### src/rtl/scan_decoder_n_if.sv
// Strobe-decoder bus: enable/mode/select in, strobes/index/wrap pulse out.
`timescale 1ns/1ps
interface scan_decoder_n_if #(
  parameter int SEL_W = 2
);
  localparam int NOUT = 1 << SEL_W;

  logic             G;
  logic             MODE;
  logic [SEL_W-1:0] SEL;
  logic [NOUT-1:0]  Y;
  logic [SEL_W-1:0] IDX;
  logic             WRAP;

  modport master (output G, MODE, SEL, input Y, IDX, WRAP);
  modport slave  (input G, MODE, SEL, output Y, IDX, WRAP);
endinterface

### src/rtl/scan_decoder_n.sv
// Registered N-to-2^N active-low decoder with direct-select and prescaled
// auto-scan modes; scan inserts one all-inactive blanking cycle per index.
`timescale 1ns/1ps
module scan_decoder_n #(
  parameter int SEL_W    = 2,
  parameter int PRESCALE = 4
) (
  input  logic             CLK,
  input  logic             RST_N,
  scan_decoder_n_if.slave  bus
);
  localparam int NOUT  = 1 << SEL_W;
  localparam int CNT_W = (PRESCALE > 1) ? $clog2(PRESCALE) : 1;
  localparam logic [CNT_W-1:0] CNT_LAST = CNT_W'(PRESCALE - 1);
  localparam logic [SEL_W-1:0] IDX_LAST = SEL_W'(NOUT - 1);

  typedef enum logic [1:0] {
    S_IDLE,
    S_DIRECT,
    S_DWELL,
    S_BLANK
  } state_t;

  function automatic logic [NOUT-1:0] f_strobe(input logic [SEL_W-1:0] idx);
    f_strobe = ~(NOUT'(1) << idx);
  endfunction

  state_t           r_state;
  logic [NOUT-1:0]  r_y;
  logic [SEL_W-1:0] r_idx;
  logic [CNT_W-1:0] r_cnt;
  logic             r_wrap;

  state_t           w_state_nxt;
  logic [NOUT-1:0]  w_y_nxt;
  logic [SEL_W-1:0] w_idx_nxt;
  logic [SEL_W-1:0] w_idx_inc;
  logic [CNT_W-1:0] w_cnt_nxt;
  logic             w_wrap_nxt;

  assign w_idx_inc = r_idx + 1'b1;

  // Next-state and next-output decode; every output is the registered image
  // of the state being entered, so nothing here reaches a port directly.
  always_comb begin
    w_state_nxt = r_state;
    w_y_nxt     = '1;
    w_idx_nxt   = r_idx;
    w_cnt_nxt   = '0;
    w_wrap_nxt  = 1'b0;
    if (bus.G) begin
      w_state_nxt = S_IDLE;
    end else if (!bus.MODE) begin
      w_state_nxt = S_DIRECT;
      w_y_nxt     = f_strobe(bus.SEL);
      w_idx_nxt   = bus.SEL;
    end else begin
      case (r_state)
        S_DWELL: begin
          if (r_cnt == CNT_LAST) begin
            w_state_nxt = S_BLANK;
          end else begin
            w_state_nxt = S_DWELL;
            w_cnt_nxt   = r_cnt + 1'b1;
            w_y_nxt     = f_strobe(r_idx);
          end
        end
        S_BLANK: begin
          w_state_nxt = S_DWELL;
          w_idx_nxt   = w_idx_inc;
          w_y_nxt     = f_strobe(w_idx_inc);
          w_wrap_nxt  = (r_idx == IDX_LAST);
        end
        default: begin
          // Entering scan from IDLE/DIRECT always restarts at index 0.
          w_state_nxt = S_DWELL;
          w_idx_nxt   = '0;
          w_y_nxt     = f_strobe('0);
        end
      endcase
    end
  end

  always_ff @(posedge CLK) begin
    if (!RST_N) begin
      r_state <= S_IDLE;
      r_y     <= '1;
      r_idx   <= '0;
      r_cnt   <= '0;
      r_wrap  <= 1'b0;
    end else begin
      r_state <= w_state_nxt;
      r_y     <= w_y_nxt;
      r_idx   <= w_idx_nxt;
      r_cnt   <= w_cnt_nxt;
      r_wrap  <= w_wrap_nxt;
    end
  end

  assign bus.Y    = r_y;
  assign bus.IDX  = r_idx;
  assign bus.WRAP = r_wrap;
endmodule

### src/flat_wrapper.sv
// flat-port wrapper written by rule: the top's interface ports become plain ports
module scan_decoder_n_flat 
#(
  parameter int SEL_W    = 2,
  parameter int PRESCALE = 4
)
  (CLK, RST_N, bus_G, bus_MODE, bus_SEL, bus_Y, bus_IDX, bus_WRAP);
  scan_decoder_n_if #(.SEL_W(SEL_W)) bus_i ();
  input  logic CLK;
  input  logic RST_N;
  input wire logic [$bits(bus_i.G)-1:0] bus_G;
  input wire logic [$bits(bus_i.MODE)-1:0] bus_MODE;
  input wire logic [$bits(bus_i.SEL)-1:0] bus_SEL;
  output wire logic [$bits(bus_i.Y)-1:0] bus_Y;
  output wire logic [$bits(bus_i.IDX)-1:0] bus_IDX;
  output wire logic [$bits(bus_i.WRAP)-1:0] bus_WRAP;
  assign bus_i.G = bus_G;
  assign bus_i.MODE = bus_MODE;
  assign bus_i.SEL = bus_SEL;
  assign bus_Y = bus_i.Y;
  assign bus_IDX = bus_i.IDX;
  assign bus_WRAP = bus_i.WRAP;
  scan_decoder_n #(.SEL_W(SEL_W), .PRESCALE(PRESCALE)) u_core (.CLK(CLK), .RST_N(RST_N), .bus(bus_i));
endmodule
### config.mk
export PLATFORM = sky130hd
export DESIGN_NAME = scan_decoder_n_flat
export DESIGN_NICKNAME = d
export VERILOG_FILES = /design/src/rtl/scan_decoder_n_if.sv /design/src/rtl/scan_decoder_n.sv /design/src/flat_wrapper.sv
export SDC_FILE = /design/constraint.sdc
export NUM_CORES = 1
export LEC_CHECK = 0
export BUFFER_PORTS_ARGS = -buffer_cell sky130_fd_sc_hd__buf_4
export CAP_MARGIN = 5
export CORE_AREA = 5 5 42 44
export CTS_BUF_LIST = sky130_fd_sc_hd__clkbuf_16
export CTS_CLUSTER_DIAMETER = 100
export DETAILED_ROUTE_END_ITERATION = 12
export DIE_AREA = 0 0 47 49
export PLACE_DENSITY_LB_ADDON = 0.25
export SYNTH_ARGS = -nofsm -noshare
export SYNTH_HDL_FRONTEND = slang
export SYNTH_SLANG_ARGS = --single-unit
### constraint.sdc
create_clock -name CLK -period 3.6 [get_ports CLK]
set_clock_uncertainty 0.1 [all_clocks]
set_input_delay 0.36 -clock CLK [delete_from_list [all_inputs] [get_ports CLK]]
set_output_delay 0.36 -clock CLK [all_outputs]
set_load 0.05 [all_outputs]
==> Implementation_results.wiki <==
{| class="wikitable"
! Metric !! Value
|-
| Hold WC Path Type || in -> reg
|-
| Final hold viol count || 0
|-
| Total of cells resized after clock tree synthesis || 0
|-
| Nets@finish || 89
|-
| Kind of capture point of the worst setup path || flip-flop
|-
| Share of final-layout standard cells stronger than drive strength 1 || 29.7%
|-
| Die ar. || 2300 um^2
|-
| Count of placed standard cells including taps || 86
|-
| Number of setup violations in the final report || 0
|-
| Crit path DAT || 1490 ps
|-
| Synthesized area per cell || 10.0 um^2
|-
| Post-detailed-route via-to-cell ratio || 5.16
|-
| Boundary Pins || 13
|-
| Pre-Repair DR Iteration Count || 4
|-
| Clock Tree Buf Depth || 2
|-
| Peak VDD IR || 0.000259 V
|-
| Height of the die || 49 um
|-
| Ant diodes || 0
|-
| Antenna Nets Post-Route || 0
|-
| Vias in the first global route || 467
|-
| Port-buffer cells || 12
|-
| Sequential-to-total area share from yosys stat || 36.6%
|-
| DRC errors left || 0
|-
| Final worst-path setup slack || 2140 ps
|-
| Number of placement rows || 14
|-
| Worst reg-to-reg setup slack || 2140 ps
|-
| Routed length per instance || 12.8 um
|-
| FILL cells || 133
|-
| H-tree depth || 1
|-
| Count of hold buffers inserted by post-cts repair || 0
|-
| Highest-delay cell along the critical path || sky130_fd_sc_hd__dfxtp_1
|-
| Commonest non-fill, non-tap cells in the layout || 12 x sky130_fd_sc_hd__buf_4, 11 x sky130_fd_sc_hd__dfxtp_1, 8 x sky130_fd_sc_hd__ha_1
|-
| Initial cell density of the core || 42.9%
|-
| Final critical-path required period || 1460 ps
|-
| Slew at the pin closest to its max-slew limit || 382 ps
|-
| Warnings from Yosys || 0
|-
| Cells after Synth || 60
|-
| Worst-path maximum fanout || 7
|-
| Number of antenna violations at the first check in global routing || 0
|-
| GRT Resource Usage Total || 12.5%
|-
| Global route overflow || 0
|-
| Unique masters post-synth || 28
|-
| Final count of pins violating max slew || 0
|-
| FF+latch count, synth || 11
|-
| Maximum number of pins on one net before global-route repair || 12
|-
| Global-route wire length before repair || 2.03 mm
|-
| Commonest non-fill, non-tap cell in the layout || sky130_fd_sc_hd__buf_4
|-
| Synth-to-layout area growth || 28.3%
|-
| Post-Layout Cell Count || 90
|-
| Critical path depth in cells || 5
|-
| Placeable Area || 1400 um^2
|-
| Clock Pin Slew Worst Setup and Hold Paths || 40 ps
|-
| Gate family responsible for the most delay along the worst path || flip-flops
|-
| Setup Fix Bufs, Post-CTS || 0
|-
| Setup repair after global routing missed its margin || no
|-
| Maximum frequency from static timing analysis || 683 MHz
|-
| Share of the cycle needed by the critical path after routing || 40.7%
|-
| Clk Tree Root Cell || sky130_fd_sc_hd__clkbuf_16
|-
| Global placer's final weighted congestion || 0.753
|-
| Starting DRC count in detailed routing || 8
|-
| Startpoint-to-endpoint class of the critical path || reg -> reg
|-
| Slew Limit Headroom || 74.2%
|-
| Final routed wirelength across all metal layers || 1.16 mm
|-
| Number of cells traversed by the worst hold path || 3
|-
| Setup WS pre-CTS || 2130 ps
|-
| Die span in x || 47 um
|-
| Clock tree from TritonCTS || built
|-
| Total power divided by cell area || 480 nW/um^2
|-
| Later-pin clock latency in the skew report || 240 ps
|-
| Leakage || 0.000345 uW
|-
| Length in cells of the worst reg-to-reg path || 5
|-
| Total negative setup slack || 0 ps
|-
| Cell area after synthesis || 602 um^2
|-
| Detailed Place HPWL || 887 um
|-
| Sort of element at the start of the critical path || flip-flop
|-
| Cells along the critical path || inv_1 > ha_1 > nor2b_1 > o21ai_1 > o221a_1
|-
| Buffers & Inverters on Critical Path || 1
|-
| Synth Net Count || 74
|-
| Number of clock sinks || 11
|-
| Max-cap violations || 0
|-
| Result of the run || complete, no violations
|-
| Required time of the critical path || 3630 ps
|-
| Number of CTS-inserted buffers || 3
|-
| Maximum cell stage delay along the critical path || 430 ps
|-
| Vias post-DR || 464
|}
[routing by layer]
metal / up-vias / routed length [um] / global-route usage (%)
met4: 0 / 46 / 11.1
met2: 10 / 492 / 15.6
met5: - / 0 / 0
met3: 4 / 54 / 3.69
met1: 206 / 562 / 16.3
li1: 244 / - / -
[Yosys cell counts]
cell type / number / area [um^2]
sky130_fd_sc_hd__o211ai_2: 1 / 12.5
sky130_fd_sc_hd__inv_2: 1 / 3.75
sky130_fd_sc_hd__a21oi_1: 2 / 10.0
sky130_fd_sc_hd__nand3_1: 2 / 10.0
sky130_fd_sc_hd__nor2_1: 2 / 7.51
sky130_fd_sc_hd__o311ai_0: 1 / 8.76
sky130_fd_sc_hd__nor4b_1: 2 / 17.5
sky130_fd_sc_hd__nor2_2: 1 / 6.26
sky130_fd_sc_hd__a31oi_2: 1 / 12.5
sky130_fd_sc_hd__and2_1: 1 / 6.26
sky130_fd_sc_hd__o32ai_1: 1 / 8.76
sky130_fd_sc_hd__nor2b_1: 2 / 12.5
sky130_fd_sc_hd__buf_4: 1 / 7.51
sky130_fd_sc_hd__o21ai_0: 3 / 15.0
sky130_fd_sc_hd__o221a_2: 1 / 11.3
sky130_fd_sc_hd__buf_6: 1 / 11.3
sky130_fd_sc_hd__o221a_1: 1 / 11.3
sky130_fd_sc_hd__nand2b_1: 4 / 25.0
sky130_fd_sc_hd__nand4_1: 1 / 6.26
sky130_fd_sc_hd__inv_1: 4 / 15.0
sky130_fd_sc_hd__dfxtp_1: 11 / 220
sky130_fd_sc_hd__nand2_4: 1 / 11.3
sky130_fd_sc_hd__nand2_1: 1 / 3.75
sky130_fd_sc_hd__a221o_1: 1 / 10.0
sky130_fd_sc_hd__o21ai_1: 2 / 10.0
sky130_fd_sc_hd__nor4b_2: 1 / 15.0
sky130_fd_sc_hd__and3_1: 2 / 12.5
sky130_fd_sc_hd__ha_1: 8 / 100
[where the power goes]
part / total, uW / internal [uW] / switching, uW
clock network: 199 / 146 / 53.4
registers: 131 / 126 / 5.11
logic: 40.5 / 15.9 / 24.6
total: 371 / 288 / 83.1
[final timing paths]
kind | start | end
worst min-delay path | bus_SEL[1] | u_core.bus.Y[1]
worst max register to register | u_core.bus.IDX[0] | u_core.bus.IDX[1]
worst min register to register | u_core.r_cnt[0] | u_core.r_cnt[0]
worst max-delay path | u_core.bus.IDX[0] | u_core.bus.IDX[1]
[area by class of cell]
cell class / count / area [um^2] / share of cell area (%)
Multi-Input combinational cell: 42 / 344 / 44.6
Sequential cell: 11 / 220 / 28.5
Timing Repair Buffer: 12 / 90.1 / 11.7
Clock buffer: 3 / 75.1 / 9.72
Tap cell: 16 / 20.0 / 2.59
Inverter: 5 / 18.8 / 2.43
Clock inverter: 1 / 3.75 / 0.486
[flip-flops by register name, summed over array words and instances (netlist names)]
register	count
u_core.bus.IDX	2
u_core.r_state	2
u_core.r_cnt	2
u_core.bus.Y	4
u_core.bus.WRAP	1
[logic make-up after synthesis]
| logic type | count (synthesis) | synth area share, % |
|---|---|---|
| and+or+nand+nor | 20 | 22.2 |
| adders and majority gates | 8 | 16.6 |
| DFF | 11 | 36.6 |
| AOI/OAI and AO/OA | 14 | 18.3 |
| buffers and inverters | 7 | 6.24 |
[metrics by stage]
stage	area (um^2)	utilization, %	hold WS, ps	total power, uW
5_1_grt	772	55.1	301	388
3_3_place_gp	693	49.5	351	174
3_5_place_dp	693	49.5	367	174
4_1_cts	772	55.1	290	374
2_1_floorplan	602	-	336	161
6_report	772	55.1	292	371
[tightest hold or removal path: cells and delay by family]
kind	cells	cell delay (ps)
buffers and inverters	1	90
AO/OA/AOI/OAI	1	70
AND/OR/NAND/NOR	1	70
Note: power is estimated with default switching activity, not from simulation.
